**src/rtl/wb_enc_pkg.sv**
```systemverilog
// Shared register indices, bit positions and master-FSM state type for wb_encoder_sampler.
package wb_enc_pkg;

    localparam int unsigned REG_CTRL     = 0;
    localparam int unsigned REG_PERIOD   = 1;
    localparam int unsigned REG_STATUS   = 2;
    localparam int unsigned REG_POS0     = 4;

    localparam int unsigned CTRL_EN      = 0;
    localparam int unsigned CTRL_TRIG    = 1;
    localparam int unsigned CTRL_IRQ_EN  = 2;

    localparam int unsigned STAT_BUSY    = 0;
    localparam int unsigned STAT_OVR     = 1;
    localparam int unsigned STAT_PEND    = 2;
    localparam int unsigned STAT_TO_LSB  = 8;
    localparam int unsigned STAT_CNT_LSB = 16;

    typedef enum logic [2:0] {
        IDLE,
        REQ,
        WAIT,
        STORE,
        NEXT
    } m_state_t;

endpackage

```
**src/rtl/wb_encoder_sampler_if.sv**
```systemverilog
// Pipelined Wishbone bundle; used for both the CPU-facing slave port and the encoder-facing master port.
interface wb_encoder_sampler_if;
    logic        cyc;
    logic        stb;
    logic        we;
    logic [29:0] addr;
    logic [31:0] wdata;
    logic [3:0]  sel;
    logic        ack;
    logic        stall;
    logic [31:0] rdata;

    modport master (output cyc, stb, we, addr, wdata, sel, input ack, stall, rdata);
    modport slave  (input cyc, stb, we, addr, wdata, sel, output ack, stall, rdata);
endinterface

```
**src/rtl/enc_sample_timer.sv**
```systemverilog
// Sweep-interval down-counter: one-cycle tick every PERIOD clocks while enabled and PERIOD is non-zero.
module enc_sample_timer (
    input  logic        i_clk,
    input  logic        i_reset,
    input  logic        en,
    input  logic [31:0] period,
    input  logic        load,
    input  logic [31:0] load_val,
    output logic        tick
);

    logic [31:0] cnt;

    // Reloading with period-1 makes the tick spacing exactly PERIOD clocks.
    assign tick = en && (period != '0) && (cnt == '0) && !load;

    always_ff @(posedge i_clk) begin
        if (i_reset) begin
            cnt <= '0;
        end else if (load) begin
            cnt <= load_val - 32'd1;
        end else if (!en || cnt == '0) begin
            cnt <= period - 32'd1;
        end else begin
            cnt <= cnt - 32'd1;
        end
    end

endmodule

```
**src/rtl/wb_encoder_sampler.sv**
```systemverilog
// Periodic Wishbone sweeper of NUM_CH encoder counts with position/velocity register bank.
// Optional sweep-done interrupt (o_irq, CTRL bit2, STATUS bit2) is built when SAMPLER_IRQ_EN is defined.
module wb_encoder_sampler
    import wb_enc_pkg::*;
#(
    parameter int unsigned NUM_CH     = 4,
    parameter logic [29:0] ENC_BASE   = 30'h0,
    parameter logic [29:0] ENC_STRIDE = 30'h1,
    parameter int unsigned TIMEOUT    = 16,
    parameter logic [31:0] PERIOD_RST = 32'd100000
) (
    input logic                 i_clk,
    input logic                 i_reset,
    wb_encoder_sampler_if.slave  wb,
    wb_encoder_sampler_if.master m
`ifdef SAMPLER_IRQ_EN
    ,
    output logic                o_irq
`endif
);

    localparam int unsigned CH_W = (NUM_CH > 1) ? $clog2(NUM_CH) : 1;
    localparam int unsigned TO_W = $clog2(TIMEOUT + 1);

    logic        ack_r;
    logic [31:0] rdata_r;
    logic [31:0] rd_mux;
    logic [31:0] status_word;
    logic [31:0] clr;
    logic [4:0]  idx;
    logic        accept, wr, wr_ctrl, wr_period, wr_status;
    logic        unused_bits;

    logic              ctrl_en;
    logic [31:0]       period;
    logic              overrun;
    logic [NUM_CH-1:0] to_flags;
    logic [15:0]       sweep_cnt;
    logic [31:0]       pos [NUM_CH];
    logic [31:0]       vel [NUM_CH];
    logic [NUM_CH-1:0] prev_valid;

    m_state_t         state, state_n;
    logic [CH_W-1:0]  ch;
    logic [TO_W-1:0]  wcnt;
    logic [31:0]      new_pos;
    logic             tick, trig, start_req, en_rise;
    logic             to_hit, sweep_done, m_cyc, m_stb;

    assign unused_bits = ^{wb.sel, wb.addr[29:5]};

    // Slave side: single-cycle ack, stall only on the ack cycle.
    assign idx       = wb.addr[4:0];
    assign accept    = wb.cyc && wb.stb && !wb.stall;
    assign wr        = accept && wb.we;
    assign wr_ctrl   = wr && (idx == 5'(REG_CTRL));
    assign wr_period = wr && (idx == 5'(REG_PERIOD));
    assign wr_status = wr && (idx == 5'(REG_STATUS));
    assign clr       = wr_status ? wb.wdata : '0;

    assign wb.ack   = ack_r;
    assign wb.stall = ack_r;
    assign wb.rdata = rdata_r;

    always_ff @(posedge i_clk) begin
        if (i_reset) begin
            ack_r   <= 1'b0;
            rdata_r <= '0;
        end else begin
            ack_r   <= accept;
            rdata_r <= (accept && !wb.we) ? rd_mux : '0;
        end
    end

    assign trig      = wr_ctrl && wb.wdata[CTRL_TRIG];
    assign start_req = tick || trig;
    assign en_rise   = wr_ctrl && wb.wdata[CTRL_EN] && !ctrl_en;

    enc_sample_timer u_timer (
        .i_clk    (i_clk),
        .i_reset  (i_reset),
        .en       (ctrl_en),
        .period   (period),
        .load     (wr_period),
        .load_val (wb.wdata),
        .tick     (tick)
    );

    // Sticky flags: a set in the same cycle as a write-1 clear wins.
    always_ff @(posedge i_clk) begin
        if (i_reset) begin
            ctrl_en   <= 1'b0;
            period    <= PERIOD_RST;
            overrun   <= 1'b0;
            to_flags  <= '0;
            sweep_cnt <= '0;
        end else begin
            if (wr_ctrl)   ctrl_en <= wb.wdata[CTRL_EN];
            if (wr_period) period  <= wb.wdata;
            overrun <= (overrun && !clr[STAT_OVR]) || (start_req && state != IDLE);
            for (int unsigned i = 0; i < NUM_CH; i++) begin
                to_flags[i] <= (to_flags[i] && !clr[STAT_TO_LSB + i]) ||
                               (to_hit && ch == CH_W'(i));
            end
            if (sweep_done) sweep_cnt <= sweep_cnt + 16'd1;
        end
    end

`ifdef SAMPLER_IRQ_EN
    logic ctrl_irq_en;
    logic pending;

    always_ff @(posedge i_clk) begin
        if (i_reset) begin
            ctrl_irq_en <= 1'b0;
            pending     <= 1'b0;
        end else begin
            if (wr_ctrl) ctrl_irq_en <= wb.wdata[CTRL_IRQ_EN];
            pending <= sweep_done || (pending && !clr[STAT_PEND]);
        end
    end

    assign o_irq = pending && ctrl_irq_en;
`endif

    always_comb begin
        status_word = '0;
        status_word[STAT_BUSY] = (state != IDLE);
        status_word[STAT_OVR]  = overrun;
`ifdef SAMPLER_IRQ_EN
        status_word[STAT_PEND] = pending;
`endif
        status_word[STAT_TO_LSB +: NUM_CH] = to_flags;
        status_word[STAT_CNT_LSB +: 16]    = sweep_cnt;
    end

    always_comb begin
        rd_mux = '0;
        case (idx)
            5'(REG_CTRL): begin
                rd_mux[CTRL_EN] = ctrl_en;
`ifdef SAMPLER_IRQ_EN
                rd_mux[CTRL_IRQ_EN] = ctrl_irq_en;
`endif
            end
            5'(REG_PERIOD): rd_mux = period;
            5'(REG_STATUS): rd_mux = status_word;
            default: begin
                for (int unsigned i = 0; i < NUM_CH; i++) begin
                    if (idx == 5'(REG_POS0 + 2 * i))     rd_mux = pos[i];
                    if (idx == 5'(REG_POS0 + 2 * i + 1)) rd_mux = vel[i];
                end
            end
        endcase
    end

    // Master FSM
    always_ff @(posedge i_clk) begin
        if (i_reset) state <= IDLE;
        else         state <= state_n;
    end

    always_comb begin
        state_n    = state;
        m_cyc      = 1'b0;
        m_stb      = 1'b0;
        to_hit     = 1'b0;
        sweep_done = 1'b0;
        case (state)
            IDLE:  if (start_req) state_n = REQ;
            REQ: begin
                m_cyc = 1'b1;
                m_stb = 1'b1;
                if (!m.stall) state_n = WAIT;
            end
            WAIT: begin
                m_cyc = 1'b1;
                if (m.ack) begin
                    state_n = STORE;
                end else if (wcnt == TO_W'(TIMEOUT - 1)) begin
                    to_hit  = 1'b1;
                    state_n = NEXT;
                end
            end
            STORE: state_n = NEXT;
            NEXT: begin
                if (ch == CH_W'(NUM_CH - 1)) begin
                    sweep_done = 1'b1;
                    state_n    = IDLE;
                end else begin
                    state_n = REQ;
                end
            end
            default: state_n = IDLE;
        endcase
    end

    always_ff @(posedge i_clk) begin
        if (i_reset) begin
            ch      <= '0;
            wcnt    <= '0;
            new_pos <= '0;
        end else begin
            case (state)
                IDLE: ch <= '0;
                REQ:  wcnt <= '0;
                WAIT: begin
                    wcnt <= wcnt + TO_W'(1);
                    if (m.ack) new_pos <= m.rdata;
                end
                NEXT: if (state_n == REQ) ch <= ch + CH_W'(1);
                default: ;
            endcase
        end
    end

    // POS/VEL pair changes together in STORE, so CPU reads never see a torn pair.
    always_ff @(posedge i_clk) begin
        if (i_reset) begin
            for (int unsigned i = 0; i < NUM_CH; i++) begin
                pos[i] <= '0;
                vel[i] <= '0;
            end
            prev_valid <= '0;
        end else begin
            if (en_rise) prev_valid <= '0;
            if (state == STORE) begin
                for (int unsigned i = 0; i < NUM_CH; i++) begin
                    if (ch == CH_W'(i)) begin
                        vel[i]        <= prev_valid[i] ? new_pos - pos[i] : '0;
                        pos[i]        <= new_pos;
                        prev_valid[i] <= 1'b1;
                    end
                end
            end
        end
    end

    assign m.cyc   = m_cyc;
    assign m.stb   = m_stb;
    assign m.we    = 1'b0;
    assign m.addr  = m_stb ? ENC_BASE + 30'(ch) * ENC_STRIDE : '0;
    assign m.wdata = '0;
    assign m.sel   = {4{m_stb}};

endmodule

```
**src/flat_wrapper.sv**
```systemverilog
// flat-port wrapper written by rule: the top's interface ports become plain ports
module wb_encoder_sampler_flat import wb_enc_pkg::*;
#(
    parameter int unsigned NUM_CH     = 4,
    parameter logic [29:0] ENC_BASE   = 30'h0,
    parameter logic [29:0] ENC_STRIDE = 30'h1,
    parameter int unsigned TIMEOUT    = 16,
    parameter logic [31:0] PERIOD_RST = 32'd100000
)
  (i_clk, i_reset, wb_cyc, wb_stb, wb_we, wb_addr, wb_wdata, wb_sel, wb_ack, wb_stall, wb_rdata, m_cyc, m_stb, m_we, m_addr, m_wdata, m_sel, m_ack, m_stall, m_rdata);
  wb_encoder_sampler_if wb_i ();
  wb_encoder_sampler_if m_i ();
  input logic i_clk;
  input logic i_reset;
  input wire logic [$bits(wb_i.cyc)-1:0] wb_cyc;
  input wire logic [$bits(wb_i.stb)-1:0] wb_stb;
  input wire logic [$bits(wb_i.we)-1:0] wb_we;
  input wire logic [$bits(wb_i.addr)-1:0] wb_addr;
  input wire logic [$bits(wb_i.wdata)-1:0] wb_wdata;
  input wire logic [$bits(wb_i.sel)-1:0] wb_sel;
  output wire logic [$bits(wb_i.ack)-1:0] wb_ack;
  output wire logic [$bits(wb_i.stall)-1:0] wb_stall;
  output wire logic [$bits(wb_i.rdata)-1:0] wb_rdata;
  output wire logic [$bits(m_i.cyc)-1:0] m_cyc;
  output wire logic [$bits(m_i.stb)-1:0] m_stb;
  output wire logic [$bits(m_i.we)-1:0] m_we;
  output wire logic [$bits(m_i.addr)-1:0] m_addr;
  output wire logic [$bits(m_i.wdata)-1:0] m_wdata;
  output wire logic [$bits(m_i.sel)-1:0] m_sel;
  input wire logic [$bits(m_i.ack)-1:0] m_ack;
  input wire logic [$bits(m_i.stall)-1:0] m_stall;
  input wire logic [$bits(m_i.rdata)-1:0] m_rdata;
  assign wb_i.cyc = wb_cyc;
  assign wb_i.stb = wb_stb;
  assign wb_i.we = wb_we;
  assign wb_i.addr = wb_addr;
  assign wb_i.wdata = wb_wdata;
  assign wb_i.sel = wb_sel;
  assign wb_ack = wb_i.ack;
  assign wb_stall = wb_i.stall;
  assign wb_rdata = wb_i.rdata;
  assign m_cyc = m_i.cyc;
  assign m_stb = m_i.stb;
  assign m_we = m_i.we;
  assign m_addr = m_i.addr;
  assign m_wdata = m_i.wdata;
  assign m_sel = m_i.sel;
  assign m_i.ack = m_ack;
  assign m_i.stall = m_stall;
  assign m_i.rdata = m_rdata;
  wb_encoder_sampler #(.NUM_CH(NUM_CH), .ENC_BASE(ENC_BASE), .ENC_STRIDE(ENC_STRIDE), .TIMEOUT(TIMEOUT), .PERIOD_RST(PERIOD_RST)) u_core (.i_clk(i_clk), .i_reset(i_reset), .wb(wb_i), .m(m_i));
endmodule
```
**config.mk**
```make
export PLATFORM = sky130hd
export DESIGN_NAME = wb_encoder_sampler_flat
export DESIGN_NICKNAME = d
export VERILOG_FILES = /design/src/rtl/wb_enc_pkg.sv /design/src/rtl/wb_encoder_sampler_if.sv /design/src/rtl/enc_sample_timer.sv /design/src/rtl/wb_encoder_sampler.sv /design/src/flat_wrapper.sv
export SDC_FILE = /design/constraint.sdc
export NUM_CORES = 1
export LEC_CHECK = 0
export BUFFER_PORTS_ARGS = -buffer_cell sky130_fd_sc_hd__buf_2
export CORE_MARGIN = 4
export CORE_UTILIZATION = 40
export CTS_BUF_LIST = sky130_fd_sc_hd__clkbuf_4 sky130_fd_sc_hd__clkbuf_8 sky130_fd_sc_hd__clkbuf_16
export CTS_CLUSTER_DIAMETER = 200
export DETAILED_ROUTE_END_ITERATION = 8
export GPL_TIMING_DRIVEN = 0
export HOLD_SLACK_MARGIN = 0.03
export PLACE_DENSITY = 0.56
export SLEW_MARGIN = 20
export SYNTH_ARGS = -nofsm -noshare
export SYNTH_HDL_FRONTEND = slang
export SYNTH_SLANG_ARGS = --single-unit
```
**constraint.sdc**
```tcl
create_clock -name i_clk -period 4.9 [get_ports i_clk]
set_input_delay 0 -clock i_clk [delete_from_list [all_inputs] [get_ports i_clk]]
set_output_delay 0 -clock i_clk [all_outputs]
set_load 0.1 [all_outputs]
```
Yosys cells after proc, flatten, opt, wreduce, memory -nomap -nowiden
Memory sizes are Yosys's and may differ from the RTL's. Index checks and enable logic that the tools add are counted.

Register bits: 165. Bits in writable memories: 256. Output and inout bits: 103. Memories: 2.

Add/sub/neg operators: 10. Eq/ne operators: 20. Mux-type cells: 65. Bitwise logic cells: 9. Reductions and logical operators: 51.

Memory list: u_core.pos (words 4, bits a word 32, rd ports 4, clocked after memory_dff 0, wr ports 4, line wb_encoder_sampler.sv:39) `logic [31:0] pos [NUM_CH];`; u_core.vel (words 4, bits a word 32, rd ports 4, clocked after memory_dff 0, wr ports 4, line wb_encoder_sampler.sv:40) `logic [31:0] vel [NUM_CH];`.

Operators by type and width (number): 32-bit 2-to-1 mux (22); 32-bit subtractor (4); 32-bit by 1-bit subtractor with 32-bit output (second input constant) (3); 31-bit case mux with 3 select lines (1); 32-bit logical NOT (1); 32-bit nonzero test (1); 1-bit 2-to-1 mux (29); 5-bit by 4-bit equality test with 1-bit output (second input constant) (5); 1-bit logical AND (23); 5-bit by 3-bit equality test with 1-bit output (second input constant) (4); 16-bit by 1-bit adder with 16-bit output (second input constant) (1); 3-bit case mux with 5 select lines (1); 12-bit 2-to-1 mux (1); 3-bit 2-to-1 mux (4); 5-bit case mux with 2 select lines (1); 1-bit logical NOT (9); 4-bit 2-to-1 mux (2); 1-bit OR (8); 1-bit logical OR (7); 3-bit by 1-bit equality test with 1-bit output (second input constant) (2); 3-bit by 2-bit equality test with 1-bit output (second input constant) (2); 5-bit by 1-bit adder with 5-bit output (second input constant) (1); 5-bit by 1-bit equality test with 1-bit output (second input constant) (1); 5-bit by 2-bit equality test with 1-bit output (second input constant) (1); other kinds (16) (21).

Longest topological paths before layout
Depth after elaboration: 12. Mapped depth: 18. Mapped depth without buffers: 15.

By module
From an unflattened synthesis, not the netlist that was laid out.

Cells, all modules: 2814. Area, all modules: 25634.6 um^2.

Modules (own cells, without submodules): wb_encoder_sampler (times used 1, cells an instance 2474, area each 23043.4 um^2); enc_sample_timer (times used 1, cells an instance 340, area each 2591.2 um^2).

Worst setup path before layout
Ideal clock, no wire load.

Kind: register to register. Start: reg u_core.ack_r (netlist: u_core.wb.ack). End: reg u_core.u_timer.cnt[22]. Data arrival time: 4.410 ns. Data required time: 4.772 ns. Slack: 0.362 ns. Stages on the path, launching flop included: 17. Path through: dfxtp_1 -> nand4b_1 -> nor3_4 -> clkbuf_1 -> clkbuf_1 -> clkbuf_1 -> buf_1 -> clkbuf_1 -> o21a_1 -> ha_1 -> nor2b_1 -> nand2_1 -> or2_1 -> clkbuf_1 -> nor3b_1 -> xnor2_1 -> nor2_1.

Longest elaborated chain between the ends: 5.

Ends and longest elaborated chain: start, declared (line wb_encoder_sampler.sv:25) `logic ack_r;`; start signal, assigned (line wb_encoder_sampler.sv:70) `ack_r <= accept;`; 1-bit logical NOT (line wb_encoder_sampler.sv:54) `assign accept = wb.cyc && wb.stb && !wb.stall;`; 1-bit logical AND (line wb_encoder_sampler.sv:54); 1-bit logical AND (line wb_encoder_sampler.sv:55) `assign wr = accept && wb.we;`; 1-bit logical AND (line wb_encoder_sampler.sv:57) `assign wr_period = wr && (idx == 5'(REG_PERIOD));`; 32-bit 2-to-1 mux (line enc_sample_timer.sv:20) `end else if (load) begin`; end signal, assigned (line enc_sample_timer.sv:21) `cnt <= load_val - 32'd1;`; end signal, assigned (line enc_sample_timer.sv:23) `cnt <= period - 32'd1;`; end signal, assigned (line enc_sample_timer.sv:25) `cnt <= cnt - 32'd1;`; end, declared (line enc_sample_timer.sv:12) `logic [31:0] cnt;`.

No other way between the ends. A chain may end at the register's enable or synchronous reset.

==> reports/summary.txt <==
Synth warn: 0
GRT Overall Usage: 0.2489
First-pass GRT wire length: 122.2 mm
Vias per cell: 5.611
Pin count of the biggest net entering global routing: 55
Ys async rst share: 0
DRT iter0 DRCs: 1859
Worst Setup Path Type: reg -> reg
Finish-stage setup viols: 0
Chip height: 254.8 um
Multi-input gate area: 12080 sq um
Initial core utilization: 0.4036
First-pass iteration count of the detailed router: 6
Die area: 64910 sq um
I/O pin cnt: 208
GP Congestion: 1.004
Vias in the first global route: 20370
CTS Sinks: 421
Sequential area share after synthesis: 0.4512
Core area: 60360 sq um
LEAKAGE: 12.24 nW
H-tree depth: 2
CTS Buffer Depth: 3
Final instance area: 28740 sq um
Max_slew headroom: 0.2709
Max stage delay on crit path: 0.51 ns
Most frequent cells in the layout: edfxtp_1, nor2_1, nand2_1
Maximum clock rate: 220.8 MHz
Share of cells above drive strength 1: 0.1082
Setup crit end kind: flop
Minimum clock period: 4.530 ns
Peak VDD IR: 0.2192 mV
Final ANT Viol Nets: 0
Chip width: 254.8 um
Cell row count: 90
Area after DPL: 26310 sq um
Ratio of final minimum period to clock period: 0.9245
DR vias: 21050
Critical path, cell by cell: inv_1, ha_1, fa_1, nand2b_1, a21oi_1, nor2_1, o21ai_0, o21ai_0, o31ai_1, o41ai_1, o31ai_2, nand2b_1, a31oi_1, xor2_1, nor2_1
Commonest non-fill, non-tap cell in the layout: edfxtp_1
Hold Vio Cnt, Final: 0
Setup crit start kind: flop
Remaining DRCs: 0
Worst EP required: 5.21 ns
Worst-Skew Late Latency: 0.61 ns
Area delta synth->final: 17.98%
WL final: 83.23 mm
Slowest-stage cell, CP: dfxtp_1
Slew @ Worst Pin: 1.094 ns
HP Class: in -> reg
NumNets Final: 3167
Antenna violations before repair: 3
CTS tree: built
Reg clk slew, reported paths: 0.06 ns
Cell Pwr Density: 290.1 nW/um^2
Status: completed
Grt ovf: 0
Crit path arrival time: 4.84 ns
Fillers: 5707
Routed length per instance: 22.19 um
Post-synth EDFFs: 256
Clock skew: 0.02973 ns
Syn Area/Cell: 9.308 sq um
Post-Syn Area: 24360 sq um
FF+latch count, synth: 421
Number of slew-limit violations in the final report: 0
CTS buffer count: 50
Port Buf Inserts: 116
Seq. cell area: 10990 sq um
Synth Instances: 2617
CTS root buffer: clkbuf_16
HPWL after DPL: 64.25 mm
Worst-path fanout max: 6
Max-cap violations: 0
Library cells used by synthesis: 76
Post-route setup TNS: 0 ns
RSZ-0062 raised after global routing: no
Top FF cell, synth: edfxtp_1
==> through the flow <==
stage,hold WS [ns],utilization,instances,setup slack [ns],total power [W]
final,0.07554,0.4761,3751,0.3700,0.008335
after global routing,0.09090,0.4761,3750,0.02418,0.008577
after CTS,0.03890,0.4755,3747,0.01394,0.008382
after detailed placement,0.2489,0.4359,3581,-0.8565,0.004604
after global placement,0.2459,0.4331,3575,-0.8953,0.004592
after floorplan,0.1360,-,2677,0.3621,0.004430
==> power breakdown <==
part | leakage (nW) | internal [W] | switching [W] | total, W
clock | 0.835 | 0.00219 | 0.00156 | 0.00375
combinational | 7.43 | 0.000207 | 0.000501 | 0.000707
sequential | 3.98 | 0.00383 | 0.0000482 | 0.00388
==> critical path: cells and delay by family (launching register included) <==
family / cells / cell delay, ns
AOI/OAI and AO/OA: 7 / 2.16
xor gates and xnor gates: 1 / 0.14
buffers and inverters: 1 / 0.18
adders and majority gates: 2 / 0.74
DFF: 1 / 0.51
and+or+nand+nor: 4 / 0.48
==> state kept, by name (all words and copies together) (netlist names) <==
register,cells
u_core.ch,2
u_core.ctrl_en,1
u_core.new_pos,32
u_core.overrun,1
u_core.period,32
u_core.pos,128
u_core.prev_valid,4
u_core.state,3
u_core.sweep_cnt,16
u_core.to_flags,4
u_core.u_timer.cnt,32
u_core.vel,128
u_core.wb.ack,1
u_core.wb.rdata,32
u_core.wcnt,5
==> logic make-up (layout without fill, tap and decap cells) <==
family / Yosys count / count (layout) / synth area share
multiplexers: 39 / 39 / 0.01618
AO/OA/AOI/OAI: 655 / 655 / 0.1732
AND/OR/NAND/NOR: 895 / 895 / 0.1777
other: 1 / 62 / 0.0001540
XOR/XNOR: 128 / 128 / 0.04602
flip-flops: 421 / 421 / 0.4512
adder cells (fa/ha/maj): 136 / 136 / 0.07109
buffers and inverters: 342 / 633 / 0.06452
==> path summary, 6_finish.rpt <==
kind                            cells after the start            startpoint  slack, ns                      to
worst min register to register                      1  u_core.prev_valid[2]       0.45    u_core.prev_valid[2]
worst min-delay path                                3               i_reset       0.08  u_core.u_timer.cnt[23]
worst max-delay path                               15     u_core.new_pos[0]       0.37       u_core.vel[0][62]
worst max register to register                     15     u_core.new_pos[0]       0.37       u_core.vel[0][62]
==> synth_stat cells (5+ instances only) <==
cell	instances	area, sq um
mux2i_1	36	360.4
o31ai_1	6	45.04
a21oi_1	200	1001
o21ai_0	118	590.6
or2_2	7	43.79
o22ai_1	6	37.54
a41oi_1	12	105.1
nand2b_1	30	187.7
edfxtp_1	256	7687
nand2_1	242	908.4
a211oi_1	11	82.58
a21o_1	50	375.4
a22o_1	17	148.9
and3_1	140	875.8
a31oi_1	25	156.4
a22oi_1	81	608.1
or3_1	27	168.9
xnor2_1	67	586.8
dfxtp_1	165	3303
nor3_1	58	290.3
o211ai_1	5	37.54
ha_1	132	1652
o21a_1	37	277.8
a221oi_1	25	219.0
nor2_1	256	960.9
nor4_1	15	93.84
a311oi_1	6	52.55
a21boi_0	5	37.54
inv_1	155	581.8
o21bai_1	9	67.56
clkbuf_1	113	424.2
nor2b_1	32	200.2
o21ai_1	5	25.02
a222oi_1	11	110.1
nand3_1	29	145.1
and2_1	14	87.58
nand4_1	21	131.4
buf_4	67	503.0
xor2_1	61	534.3
nand3b_1	6	45.04
==> layout make-up <==
| class | instances | area share |
|---|---|---|
| Tap cell | 782 | 0.03405 |
| Timing Repair Buffer | 199 | 0.05098 |
| Multi-Input combinational cell | 1914 | 0.4204 |
| Buffer | 185 | 0.03440 |
| Clock buffer | 78 | 0.05303 |
| Inverter | 155 | 0.02025 |
| Sequential cell | 421 | 0.3825 |
| Antenna cell | 1 | 0.00008708 |
| Clock inverter | 16 | 0.004354 |
==> what timing repair did <==
item | CTS | global route
cloned | 0 | 0
endpoints found under the hold margin | 108 | 0
gates resized for setup | 3 | 5
hold buffers | 74 | 0
pin swaps | 1 | 1
buffers inserted | 0 | 2
setup endpoints to repair | 10 | 8
==> layer usage <==
layer	routed length [um]	global-route usage	vias to the layer above
met4	2809	0.08465	0
met1	34690	0.3257	10130
met3	6726	0.04222	141
met2	39000	0.4205	820
met5	0	0	-
li1	-	-	9953
(Power assumes the default switching activity.)
